[config.mk]
export PLATFORM = sky130hd
export DESIGN_NAME = game_event_fifo_flat
export DESIGN_NICKNAME = d
export VERILOG_FILES = /design/src/rtl/game_event_fifo_if.sv /design/src/rtl/game_event_fifo.sv /design/src/flat_wrapper.sv
export SDC_FILE = /design/constraint.sdc
export NUM_CORES = 1
export LEC_CHECK = 0
export CAP_MARGIN = 20
export CORE_MARGIN = 2
export CORE_UTILIZATION = 40
export CTS_CLUSTER_SIZE = 40
export DETAILED_ROUTE_END_ITERATION = 16
export PLACE_DENSITY = 0.69
export REMOVE_ABC_BUFFERS = 1
export SETUP_SLACK_MARGIN = 0.05
export SLEW_MARGIN = 15
export SYNTH_ARGS = -nofsm -noshare
export SYNTH_HDL_FRONTEND = slang
export SYNTH_SLANG_ARGS = --single-unit
export TNS_END_PERCENT = 30
[constraint.sdc]
create_clock -name clk -period 3.2 [get_ports clk]
set_clock_uncertainty 0.1 [all_clocks]
set_input_delay 0.32 -clock clk [delete_from_list [all_inputs] [get_ports clk]]
set_output_delay 0.32 -clock clk [all_outputs]
set_load 0.1 [all_outputs]
[src/rtl/game_event_fifo_if.sv]
// Event-FIFO port bundle: upstream counter flags and record capture fields,
// plus the consumer handshake and status outputs.
interface game_event_fifo_if #(
  parameter int unsigned COUNT_WIDTH = 5,
  parameter int unsigned DEPTH       = 4
);
  localparam int unsigned LW = $clog2(DEPTH) + 1;

  logic                   winner;
  logic                   loser;
  logic                   gameover;
  logic [1:0]             who;
  logic [COUNT_WIDTH-1:0] count;
  logic                   clear;
  logic                   out_ready;
  logic                   out_valid;
  logic [COUNT_WIDTH+3:0] out_rec;
  logic [LW-1:0]          level;
  logic                   overflow;
  logic                   over;

  // Producer/consumer side
  modport master (
    output winner, loser, gameover, who, count, clear, out_ready,
    input  out_valid, out_rec, level, overflow, over
  );

  // FIFO side
  modport slave (
    input  winner, loser, gameover, who, count, clear, out_ready,
    output out_valid, out_rec, level, overflow, over
  );
endinterface

[src/rtl/game_event_fifo.sv]
// Game event FIFO: turns rising edges of winner/loser/gameover into
// {type, who, count} records, queues them, and freezes after GAMEOVER
// until cleared. DEPTH must be a power of two and at least 2.
module game_event_fifo #(
  parameter int unsigned COUNT_WIDTH = 5,
  parameter int unsigned DEPTH       = 4
) (
  input  logic             clk,
  input  logic             rst,
  game_event_fifo_if.slave bus
);

  localparam int unsigned PW = $clog2(DEPTH);
  localparam int unsigned LW = PW + 1;
  localparam int unsigned RW = COUNT_WIDTH + 4;

  localparam logic [1:0] TYPE_WIN  = 2'b00;
  localparam logic [1:0] TYPE_LOSE = 2'b01;
  localparam logic [1:0] TYPE_GO   = 2'b10;

  typedef enum logic {
    ST_RUN  = 1'b0,
    ST_OVER = 1'b1
  } state_e;

  state_e        state_q, state_d;
  logic          win_q, win_d;
  logic          lose_q, lose_d;
  logic          go_q, go_d;
  logic [PW-1:0] rd_ptr_q, rd_ptr_d;
  logic [PW-1:0] wr_ptr_q, wr_ptr_d;
  logic [LW-1:0] level_q, level_d;
  logic [RW-1:0] mem_q [DEPTH];
  logic [RW-1:0] mem_d [DEPTH];
  logic [RW-1:0] out_rec_q, out_rec_d;
  logic          out_valid_q, out_valid_d;
  logic          overflow_q, overflow_d;
  logic          over_q, over_d;

  logic          win_edge, lose_edge, go_edge;
  logic          ev_en;
  logic          push_req, lower_drop;
  logic          full, pop, push;
  logic [RW-1:0] push_rec, head_rec;

  // Rising-edge detection; events only count while running and not clearing
  always_comb begin
    win_d     = bus.winner;
    lose_d    = bus.loser;
    go_d      = bus.gameover;
    win_edge  = bus.winner   & ~win_q;
    lose_edge = bus.loser    & ~lose_q;
    go_edge   = bus.gameover & ~go_q;
    ev_en     = (state_q == ST_RUN) & ~bus.clear;
  end

  // Priority select of the single record to push, and RUN/OVER next state
  always_comb begin
    push_req   = 1'b0;
    push_rec   = '0;
    lower_drop = 1'b0;
    state_d    = state_q;
    if (ev_en) begin
      if (go_edge) begin
        push_req   = 1'b1;
        push_rec   = {TYPE_GO, bus.who, bus.count};
        lower_drop = win_edge | lose_edge;
        state_d    = ST_OVER;
      end else if (win_edge) begin
        push_req   = 1'b1;
        push_rec   = {TYPE_WIN, bus.who, bus.count};
        lower_drop = lose_edge;
      end else if (lose_edge) begin
        push_req   = 1'b1;
        push_rec   = {TYPE_LOSE, bus.who, bus.count};
      end
    end
    if (bus.clear) begin
      state_d = ST_RUN;
    end
  end

  // Storage, pointers, level, overflow and the registered head record
  always_comb begin
    full        = (level_q == LW'(DEPTH));
    pop         = out_valid_q & bus.out_ready & ~bus.clear;
    push        = push_req & (~full | pop);
    mem_d       = mem_q;
    rd_ptr_d    = rd_ptr_q;
    wr_ptr_d    = wr_ptr_q;
    overflow_d  = overflow_q;
    if (push) begin
      mem_d[wr_ptr_q] = push_rec;
      wr_ptr_d        = wr_ptr_q + PW'(1);
    end
    if (pop) begin
      rd_ptr_d = rd_ptr_q + PW'(1);
    end
    level_d = level_q + LW'(push) - LW'(pop);
    if (lower_drop || (push_req && !push)) begin
      overflow_d = 1'b1;
    end
    if (bus.clear) begin
      rd_ptr_d   = '0;
      wr_ptr_d   = '0;
      level_d    = '0;
      overflow_d = 1'b0;
    end
    // A record written this cycle into the slot that becomes head bypasses the array
    head_rec    = (push && (wr_ptr_q == rd_ptr_d)) ? push_rec : mem_q[rd_ptr_d];
    out_valid_d = (level_d != '0);
    out_rec_d   = out_valid_d ? head_rec : '0;
    over_d      = (state_d == ST_OVER);
  end

  // State registers with asynchronous active-low reset
  always_ff @(posedge clk or negedge rst) begin
    if (!rst) begin
      state_q     <= ST_RUN;
      win_q       <= 1'b0;
      lose_q      <= 1'b0;
      go_q        <= 1'b0;
      rd_ptr_q    <= '0;
      wr_ptr_q    <= '0;
      level_q     <= '0;
      out_rec_q   <= '0;
      out_valid_q <= 1'b0;
      overflow_q  <= 1'b0;
      over_q      <= 1'b0;
      for (int unsigned i = 0; i < DEPTH; i++) begin
        mem_q[i] <= '0;
      end
    end else begin
      state_q     <= state_d;
      win_q       <= win_d;
      lose_q      <= lose_d;
      go_q        <= go_d;
      rd_ptr_q    <= rd_ptr_d;
      wr_ptr_q    <= wr_ptr_d;
      level_q     <= level_d;
      out_rec_q   <= out_rec_d;
      out_valid_q <= out_valid_d;
      overflow_q  <= overflow_d;
      over_q      <= over_d;
      mem_q       <= mem_d;
    end
  end

  assign bus.out_valid = out_valid_q;
  assign bus.out_rec   = out_rec_q;
  assign bus.level     = level_q;
  assign bus.overflow  = overflow_q;
  assign bus.over      = over_q;

endmodule

[src/flat_wrapper.sv]
// flat-port wrapper written by rule: the top's interface ports become plain ports
module game_event_fifo_flat 
#(
  parameter int unsigned COUNT_WIDTH = 5,
  parameter int unsigned DEPTH       = 4
)
  (clk, rst, bus_winner, bus_loser, bus_gameover, bus_who, bus_count, bus_clear, bus_out_ready, bus_out_valid, bus_out_rec, bus_level, bus_overflow, bus_over);
  game_event_fifo_if #(.COUNT_WIDTH(COUNT_WIDTH), .DEPTH(DEPTH)) bus_i ();
  input  logic clk;
  input  logic rst;
  input wire logic [$bits(bus_i.winner)-1:0] bus_winner;
  input wire logic [$bits(bus_i.loser)-1:0] bus_loser;
  input wire logic [$bits(bus_i.gameover)-1:0] bus_gameover;
  input wire logic [$bits(bus_i.who)-1:0] bus_who;
  input wire logic [$bits(bus_i.count)-1:0] bus_count;
  input wire logic [$bits(bus_i.clear)-1:0] bus_clear;
  input wire logic [$bits(bus_i.out_ready)-1:0] bus_out_ready;
  output wire logic [$bits(bus_i.out_valid)-1:0] bus_out_valid;
  output wire logic [$bits(bus_i.out_rec)-1:0] bus_out_rec;
  output wire logic [$bits(bus_i.level)-1:0] bus_level;
  output wire logic [$bits(bus_i.overflow)-1:0] bus_overflow;
  output wire logic [$bits(bus_i.over)-1:0] bus_over;
  assign bus_i.winner = bus_winner;
  assign bus_i.loser = bus_loser;
  assign bus_i.gameover = bus_gameover;
  assign bus_i.who = bus_who;
  assign bus_i.count = bus_count;
  assign bus_i.clear = bus_clear;
  assign bus_i.out_ready = bus_out_ready;
  assign bus_out_valid = bus_i.out_valid;
  assign bus_out_rec = bus_i.out_rec;
  assign bus_level = bus_i.level;
  assign bus_overflow = bus_i.overflow;
  assign bus_over = bus_i.over;
  game_event_fifo #(.COUNT_WIDTH(COUNT_WIDTH), .DEPTH(DEPTH)) u_core (.clk(clk), .rst(rst), .bus(bus_i));
endmodule
# [Word level (Yosys, flattened, before mapping)]
# Cells that the tools add are included.
[totals] ff_bits=58 latchBits=0 ramBits=0 rom_bits=0 output_inout_bits=15 word_cells=80 memories=0
[op_classes] n_addsub=4 n_mul=0 div_mod_pow=0 n_lt_le_gt_ge=3 n_eq_ne=2 shifts=0 mux=29 bitwise_logic=17 n_reduce_logical=11
[ops] op="two-way mux 9 bit" n=8
[ops] op="bitwise mux 36 bit" n=1
[ops] op="binary-select mux 9 bit (select 2 bit)" n=1
[ops] op="demux 9 bit (select 2 bit)" n=1
[ops] op="two-way mux 1 bit" n=12
[ops] op="two-way mux 2 bit" n=4
[ops] op="two-way mux 8 bit" n=1
[ops] op="nonzero test 2 bit" n=4
[ops] op="AND 1 bit" n=7
[ops] op="greater-or-equal comparator 3 bit, second input constant" n=2
[ops] op="inverter 1 bit" n=6
[ops] op="inverter 2 -> 3 bit" n=2
[ops] op="adder 2 x 1 -> 2 bit, second input constant" n=2
[ops] op="adder 3 x 1 -> 3 bit" n=1
[ops] op="equality test 3 bit, second input constant" n=1
[ops] op="logical AND 1 bit" n=3
[ops] op="< comparator 3 x 1 -> 1 bit, second input constant" n=1
[ops] op="two-way mux 3 bit" n=1
[ops] op="nonzero test 3 bit" n=1
[ops] op="subtractor 3 x 1 -> 3 bit" n=1
[ops] op="equality test 2 bit" n=1
[ops] op="OR 1 bit" n=2
[ops] op="AND reduction 2 bit" n=1
[ops] op="logical NOT 1 bit" n=1
[ops] op="logical OR 1 bit" n=1

# [Depth between registers and ports, before layout]
# Gate-level depths: netlist (run 1).
[logic_depth] depth_word=12 mapped_depth=11

# [Worst setup path before layout (run 1)]
# Ideal clock, no wire load.
[synth_timing] kind="register to register" start="register u_core.out_valid_q, in the netlist u_core.bus.out_valid" end="register u_core.out_rec_q[0], in the netlist u_core.bus.out_rec[0]" setup_ps=161 arrival_time_ps=3153 required_time_ps=2939 setup_slack_ps=-214 stages_incl_launch_ff=12 n_path_buf=1 cell_sequence="dfrtp_1 and3b_1 or4b_4 and2_4 buf_8 ha_1 inv_1 fa_1 xnor2_1 nor2_1 nor3_1 a21oi_1"
[synth_rtl] item="from (decl)" line_no="game_event_fifo.sv:36" source="logic out_valid_q, out_valid_d;"
[synth_rtl] item="from (signal assigned)" line_no="game_event_fifo.sv:142" source="out_valid_q <= out_valid_d;"
[synth_rtl] item="AND 1 bit (*) (2 in a row)" line_no="game_event_fifo.sv:86" source="pop = out_valid_q & bus.out_ready & ~bus.clear;"
[synth_rtl] item="OR 1 bit" line_no="game_event_fifo.sv:87" source="push = push_req & (~full | pop);"
[synth_rtl] item="AND 1 bit" line_no="game_event_fifo.sv:87"
[synth_rtl] item="adder 3 x 1 -> 3 bit" line_no="game_event_fifo.sv:99" source="level_d = level_q + LW'(push) - LW'(pop);"
[synth_rtl] item="subtractor 3 x 1 -> 3 bit (*)" line_no="game_event_fifo.sv:99"
[synth_rtl] item="two-way mux 3 bit (*)" line_no="game_event_fifo.sv:103" source="if (bus.clear) begin"
[synth_rtl] item="named net u_core.level_d[2]" line_no="game_event_fifo.sv:32" source="logic [LW-1:0] level_q, level_d;"
[synth_rtl] item="nonzero test 3 bit (*)" line_no="game_event_fifo.sv:111" source="out_valid_d = (level_d != '0);"
[synth_rtl] item="two-way mux 9 bit (*)" line_no="game_event_fifo.sv:112" source="out_rec_d = out_valid_d ? head_rec : '0;"
[synth_rtl] item="named net u_core.out_rec_d[0]" line_no="game_event_fifo.sv:35" source="logic [RW-1:0] out_rec_q, out_rec_d;"
[synth_rtl] item="to (signal assigned)" line_no="game_event_fifo.sv:141" source="out_rec_q <= out_rec_d;"
[synth_rtl] item="to (decl)" line_no="game_event_fifo.sv:35"
# The timed path passes the listed nets; every way through them passes the cells marked *. The select of a mux whose other input is x is not followed.
# A chain may end at the register's enable or synchronous reset.

# [Final worst setup path (run 1)]
[layout_timing] start="input port bus_out_ready" end="register u_core.out_rec_q[3], in the netlist u_core.bus.out_rec[3]"
[layout_rtl] item="from (decl)" line_no="flat_wrapper.sv:17" source="input wire logic [$bits(bus_i.out_ready)-1:0] bus_out_ready;"
[layout_rtl] item="AND 1 bit (*) (2 in a row)" line_no="game_event_fifo.sv:86"
[layout_rtl] item="OR 1 bit" line_no="game_event_fifo.sv:87"
[layout_rtl] item="AND 1 bit" line_no="game_event_fifo.sv:87"
[layout_rtl] item="adder 3 x 1 -> 3 bit" line_no="game_event_fifo.sv:99"
[layout_rtl] item="subtractor 3 x 1 -> 3 bit (*)" line_no="game_event_fifo.sv:99"
[layout_rtl] item="two-way mux 3 bit (*)" line_no="game_event_fifo.sv:103"
[layout_rtl] item="named net u_core.level_d[1]" line_no="game_event_fifo.sv:32"
[layout_rtl] item="nonzero test 3 bit (*)" line_no="game_event_fifo.sv:111"
[layout_rtl] item="two-way mux 9 bit (*)" line_no="game_event_fifo.sv:112"
[layout_rtl] item="named net u_core.out_rec_d[3]" line_no="game_event_fifo.sv:35"
# Marked as above.

==> impl_results.md, run 1 <==
- RSZ-0062 raised after global routing: false
- Status: finished, final reports clean
- CP max stage cell: or4b_4
- Crit-path max FO: 10
- Fin Setup TNS: 0 ns
- Die ar.: 7918 µm²
- Post-synth cell types: 33
- Final setup margin: 0.4651 ns
- Pin count of the biggest net entering global routing: 59
- Tcrit/Tclk final: 85.46%
- Antenna cell count: 0
- Setup Crit Path Kind: in -> reg
- Fin area: 3547 µm²
- Post-Syn Area per Cell: 14.45 µm²
- Yosys warns: 0
- Hold crit path type: in -> async
- Placed Cells: 330
- R2r setup slk: 0.49 ns
- Htree depth: 3
- GP Congestion: 0.8300
- Post_cts resized: 0
- Final non-filler cell total: 346
- Pre-CTS WS: 0.1255 ns
- Final Util: 51.36%
- Final Max Slew Viols: 0
- Hold Violations, Final: 0
- Clk slew on worst S/H paths: 0.07 ns
- Die Ht: 88.99 µm
- Number of port buffers: 28
- Ports: 29
- Peak Freq: 365.6 MHz
- Combinational power share: 40.2%
- Crit. Startpoint: bus_out_ready
- Minimum clock period: 2.735 ns
- Die Span X: 88.99 µm
- Yosys top cell by area: dfrtp_1
- Clock Latency Late Sink: 0.34 ns
- Fin Hold WS: 0.008223 ns
- Sequential power share: 35.1%
- 1st-iter DRT viols: 88
- Peak supply drop: 0.2412 mV
- Synth top area cells: dfrtp_1 (50%), mux2_4 (19%), mux4_2 (7.0%)
- Seq/Total Area, Yosys: 50.24%
- First-pass GRT wire length: 9542 µm
- Num Clock Sinks: 58
- Routed Antenna Nets: 0
- Power per cell area: 849.8 nW/µm²
- Post-synth EDFFs: 0
- Startpoint types: primary input
- RR Startpoint: u_core.bus.out_valid
- Switching Share: 36.63%
- Initial antenna violation count: 0
- CP Capture Type: register
- Crit-path cells: clkdlybuf4s50_1 -> and3b_1 -> or4b_4 -> and2_4 -> ha_1 -> inv_1 -> fa_1 -> nor2_1 -> nor3_1 -> buf_4 -> a21oi_1
- First-pass DRT Iterations: 4
- Max Root-Sink Buffers: 2
- Final WL: 5788 µm
- Grt ovf: 0
- Placed Area: 3328 µm²
- Core ar.: 6907 µm²
- Sw Pwr: 1.104 mW
- CP peak stage delay: 0.53 ns
- Crit path buf inv count: 3
- Setup Buffers After CTS: 0
- Wire per inst: 16.73 µm
- Static Leakage: 1.680 nW
- Max cap viols: 0
- Final nets: 266
- Mapped Area: 2889 µm²
- Synth async-reset ratio: 100.0%
- Overall power: 3.014 mW
- Vias: 1785
- Int Power: 1.910 mW
- Post-Synthesis Cells: 200
- Worst path top cell family by delay: simple AND/OR/NAND/NOR gates
- GR Util All Layers: 16.45%
- Fraction of layout cells with a size suffix above 1: 33.20%
- Critical Path RT: 3.36 ns
- Final setup fails: 0
- CTS tree: done
- Vias in the first global route: 1829
- Yosys reg bits: 58
- Row count: 30
- Hpwl dp: 3895 µm
- Root buffer cell: clkbuf_8
- TritonCTS Buffers: 9
- Top FF cell, synth: dfrtp_1
- Clk pwr share: 24.8%
- Initial core utilization: 41.83%
- DRC Markers: 0
- Actual slew at the worst max-slew pin: 0.9716 ns
- CP arrival: 2.90 ns
- Via density: 5.159
- Post-synth top area share: 50.24%
- Layout overhead on the synthesized area: 22.78%
- Hold Buf Count CTS: 0
- Max_slew headroom: 35.02%
==> layout make-up <==
type | count | area, µm²
Timing Repair Buffer | 39 | 352.8
Clock inverter | 5 | 77.57
Clock buffer | 11 | 141.4
Multi-Input combinational cell | 129 | 1374
Sequential cell | 58 | 1451
Tap cell | 96 | 120.1
Fill cell | 604 | 3359
Inverter | 8 | 30.03
==> per-layer routing <==
layer | routed length, µm | track usage (%) | share of wire, %
met1 | 2768 | 22.54 | 48
met2 | 2714 | 24.42 | 47
met3 | 193 | 4.340 | 3.3
met4 | 112 | 8.005 | 1.9
met5 | 0 | 0 | 0
==> cell families (layout without fill, tap and decap cells) <==
| family | count (synthesis) | count (layout) | synth area share (%) |
|---|---|---|---|
| xor gates and xnor gates | 5 | 5 | 1.516 |
| adders and majority gates | 7 | 7 | 3.291 |
| DFF | 58 | 58 | 50.24 |
| muxes | 46 | 46 | 26.07 |
| buffers and inverters | 13 | 63 | 2.208 |
| and+or+nand+nor | 42 | 42 | 10.70 |
| AOI/OAI and AO/OA | 29 | 29 | 5.977 |
==> worst reg2reg max path: cells and delay by family, from the launching register on <==
family	cells	cell delay, ns
buffers and inverters	2	0.25
AND/OR/NAND/NOR	5	1.13
AO/OA/AOI/OAI	1	0.14
adder cells (fa/ha/maj)	2	0.58
flip-flops	1	0.45
==> path summary, 6_finish.rpt <==
path | endpoint | cells after the start
worst max-delay path | u_core.bus.out_rec[3] | 11
worst min-delay path | u_core.mem_q[11] | 2
worst max register to register | u_core.bus.out_rec[3] | 10
worst min register to register | u_core.mem_q[33] | 1
max in group asynchronous | u_core.win_q | 2
min in group clk | u_core.go_q | 1
==> synth_stat cells, types with 4 or more instances <==
cell	count
a21oi_1	13
dfrtp_1	58
ha_1	6
inv_1	8
mux2_4	36
mux4_2	9
nand2_8	4
nand4_1	8
nor2_1	9
nor2b_1	6
o21ai_0	11
xnor2_1	4
==> registers in the layout, summed over array words and instances, names as in the netlist <==
register,flops
u_core.bus.level,3
u_core.bus.out_rec,9
u_core.bus.out_valid,1
u_core.bus.overflow,1
u_core.go_q,1
u_core.lose_q,1
u_core.mem_q,36
u_core.rd_ptr_q,2
u_core.state_q,1
u_core.win_q,1
u_core.wr_ptr_q,2
==> cell usage in the layout (no fill, tap or decap), types with 2 or more instances in the layout <==
cell and instances:
mux2_4 36, nand2_1 3, a211o_1 2, ha_1 6
nand4_1 8, clkinv_2 2, o21ai_0 11, bufinv_16 2
buf_4 13, nand2_8 4, nor2_1 9, nand3_1 3
nor2b_1 6, xnor2_1 4, a21oi_1 13, inv_1 8
dfrtp_1 58, mux4_2 9, clkbuf_8 10, clkdlybuf4s50_1 25
==> power groups by stage <==
stage          sequential [mW]  combinational (mW)  clock (mW)
2_1_floorplan             1.38               0.590           0
3_3_place_gp              1.07                1.19           0
5_1_grt                   1.09                1.28       0.789
3_5_place_dp              1.07                1.22           0
4_1_cts                   1.06                1.22       0.760
6_report                  1.06                1.21       0.746
No activity file was read; power rests on OpenSTA's default activity.
==> run 2, diff against run 1 <==
--- a/config.mk
+++ b/config.mk
@@ -5,6 +5,7 @@
 export SDC_FILE = /design/constraint.sdc
 export NUM_CORES = 1
 export LEC_CHECK = 0
+export ABC_AREA = 1
 export CAP_MARGIN = 20
 export CORE_MARGIN = 2
 export CORE_UTILIZATION = 40
==> impl_results.md, run 2 <==
- GP Congestion: 0.8401 (+1.2%)
- Number of port buffers: 28 (unchanged)
- Pin count of the biggest net entering global routing: 38 (-36%)
- Antenna cell count: 0 (unchanged)
- CP Capture Type: register
- Hold crit path type: in -> reg
- Num Clock Sinks: 58 (unchanged)
- Yosys reg bits: 58 (unchanged)
- RR Startpoint: u_core.state_q
- Commonest cells post-synth: nand2_1 (130), dfrtp_1 (58), inv_1 (32), nand3_1 (32), o21ai_0 (29)
- Biggest register: u_core.mem_q
- GR Util met3: 4.896% (+0.56 points)
- GR Util All Layers: 19.07% (+2.6 points)
- Placed Area: 3358 µm² (+0.90%)
- Root buffer cell: clkbuf_8
- Max cap viols: 0 (unchanged)
- Worst hold path depth: 1
- Setup Crit Path Kind: in -> reg
- GR Layer Usage met1: 26.26% (+3.7 points)
- Post-synth EDFFs: 0 (unchanged)
- First-pass DRT Iterations: 4 (unchanged)
- Htree depth: 3 (unchanged)
- Post_cts resized: 0 (unchanged)
- Crit-path cells: clkdlybuf4s50_1 -> nor2_2 -> nand2_4 -> nand2_4 -> nand2_4 -> inv_1 -> ha_1 -> inv_1 -> fa_1 -> nor2_1 -> nor2_1 -> nand2_1 -> nand2_1 -> nor2_1
- Hpwl dp: 4765 µm (+22%)
- Placed Cells: 490 (+48%)
- Core ar.: 7292 µm² (+5.6%)
- RSZ-0062 raised after global routing: false
- Ports: 29 (unchanged)
- Row count: 31 (+3.3%)
- Status: finished, final reports clean
- Crit path buf inv count: 3 (unchanged)
- CP peak stage delay: 0.57 ns (+0.04 ns)
- Most frequent cells in the layout: nand2_1 (130), dfrtp_1 (58), inv_1 (32), nand3_1 (32), o21ai_0 (29)
- Yosys top cell by area: dfrtp_1
- Via density: 5.049 (-2.1%)
- Routed Antenna Nets: 0 (unchanged)
- GRT busiest layer: met2
- Final setup fails: 0 (unchanged)
- Top FF cell, synth: dfrtp_1
- Setup Buffers After CTS: 0 (unchanged)
- Actual slew at the worst max-slew pin: 0.9639 ns (-0.007759 ns)
- Initial core utilization: 41.70% (-0.13 points)
- 1st-iter DRT viols: 218 (+150%)
- Layout overhead on the synthesized area: 17.49%
- Global Route met2 Usage: 29.01% (+4.6 points)
- Setup crit end: u_core.bus.out_rec[4]
- Post-Synthesis Cells: 373 (+87%)
- Final setup margin: 0.5670 ns (+0.1019 ns)
- CTS tree: done
- Synth top area cells: dfrtp_1 (48%), nand2_1 (16%), nand3_1 (5.3%)
- Final WL: 7053 µm (+22%)
- Mapped Area: 3040 µm² (+5.2%)
- Crit. path cell count: 14 (+3)
- CP max stage cell: clkdlybuf4s50_1
- Final nets: 424 (+59%)
- Final non-filler cell total: 507 (+47%)
- Post-synth top area share: 47.74% (-2.5 points)
- Reg2reg path depth: 13 (+3)
- Final Max Slew Viols: 0 (unchanged)
- Peak supply drop: 0.2240 mV (-7.1%)
- Minimum clock period: 2.633 ns (-0.1019 ns)
- Die Ht: 91.19 µm (+2.5%)
- Seq/Total Area, Yosys: 47.74% (-2.5 points)
- Post-synth cell types: 27 (-18%)
- Fraction of layout cells with a size suffix above 1: 10.29% (-23 points)
- Pre-CTS WS: 0.2330 ns (+0.1075 ns)
- TritonCTS Buffers: 9 (unchanged)
- Worst path top cell family by delay: simple AND/OR/NAND/NOR gates
- R2r setup slk: 0.80 ns (+0.31 ns)
- Tcrit/Tclk final: 82.28% (-3.2 points)
- Reg-to-reg endpoint: u_core.bus.out_rec[4]
- Startpoint types: primary input
- Wire per inst: 13.91 µm (-17%)
- CP arrival: 2.77 ns (-0.13 ns)
- Max reg flops: 36 (unchanged)
- Max_slew headroom: 35.54% (+0.52 points)
- Hold Violations, Final: 0 (unchanged)
- Static Leakage: 1.764 nW (+5.0%)
- Die Span X: 91.19 µm (+2.5%)
- Post-Syn Area per Cell: 8.151 µm² (-44%)
- Fin Setup TNS: 0 ns (unchanged)
- Fill count: 724 (+20%)
- Initial antenna violation count: 0 (unchanged)
- Crit-path max FO: 10 (unchanged)
- Max Root-Sink Buffers: 2 (unchanged)
- Crit. Startpoint: bus_clear
- Most frequent cell after synthesis: nand2_1
- Clock Latency Late Sink: 0.35 ns (about the same)
- Final Util: 48.99% (-2.4 points)
- Grt ovf: 0 (unchanged)
- Yosys warns: 0 (unchanged)
- Clk slew on worst S/H paths: 0.07 ns (about the same)
- Commonest non-fill, non-tap cell in the layout: nand2_1
- Power per cell area: 916.3 nW/µm² (+7.8%)
- First-pass GRT wire length: 12410 µm (+30%)
- Die ar.: 8315 µm² (+5.0%)
- Fin area: 3572 µm² (+0.71%)
- DRC Markers: 0 (unchanged)
- Peak Freq: 379.8 MHz (+3.9%)
- Vias in the first global route: 2482 (+36%)
- Synth async-reset ratio: 100.0% (unchanged)
- Critical Path RT: 3.33 ns (-0.03 ns)
- Vias: 2560 (+43%)
==> run 2: worst min path at each step <==
stage / startpoint / endpoint
3_3_place_gp: rst / u_core.mem_q[25]
3_5_place_dp: rst / u_core.mem_q[25]
2_1_floorplan: rst / u_core.bus.level[0]
6_report: bus_loser / u_core.lose_q
4_1_cts: bus_loser / u_core.lose_q
5_1_grt: bus_gameover / u_core.go_q
==> run 2: power by group <==
part | leakage (nW) | internal, mW | switching (mW) | total (mW)
sequential | 0.739 | 1.01 | 0.145 | 1.16
clock | 0.0945 | 0.380 | 0.313 | 0.693
combinational | 0.931 | 0.419 | 1.00 | 1.42
total | 1.76 | 1.81 | 1.46 | 3.27
==> run 2: metal layers <==
metal | share of wire [%] | wire length (µm)
met3 | 6.3 | 443
met2 | 46 | 3250
met1 | 46 | 3265
met5 | 0 | 0
met4 | 1.3 | 93
==> run 2: repair_timing <==
item,CTS,global route
hold buffers,1,0
endpoints found under the setup margin,0,0
endpoints found under the hold margin,28,0
==> run 2: logic make-up (layout without fill, tap and decap cells) <==
kind of cell               count (synthesis)  after routing  share of synthesized area (%)
adders and majority gates                  7              7                          3.128
and+or+nand+nor                          217            217                          33.29
xor gates and xnor gates                   1              1                         0.2881
buffers and inverters                     49             84                          8.065
AOI/OAI and AO/OA                         41             41                          7.490
DFF                                       58             58                          47.74
==> run 2: through the flow <==
step | total power, mW | hold slack, ns
final | 3.273 | 0.3510
after floorplan | 2.223 | -0.07559
after detailed placement | 2.592 | 0.3014
after global routing | 3.527 | 0.3582
after global placement | 2.564 | 0.2857
after CTS | 3.289 | 0.3410
==> run 2: final cells by class <==
type / count / area, µm² / share of cell area (%)
Sequential cell: 58 / 1451 / 40.63
Tap cell: 99 / 123.9 / 3.468
Clock buffer: 10 / 137.6 / 3.853
Multi-Input combinational cell: 266 / 1344 / 37.62
Clock inverter: 6 / 66.31 / 1.856
Inverter: 33 / 123.9 / 3.468
Timing Repair Buffer: 35 / 325.3 / 9.107
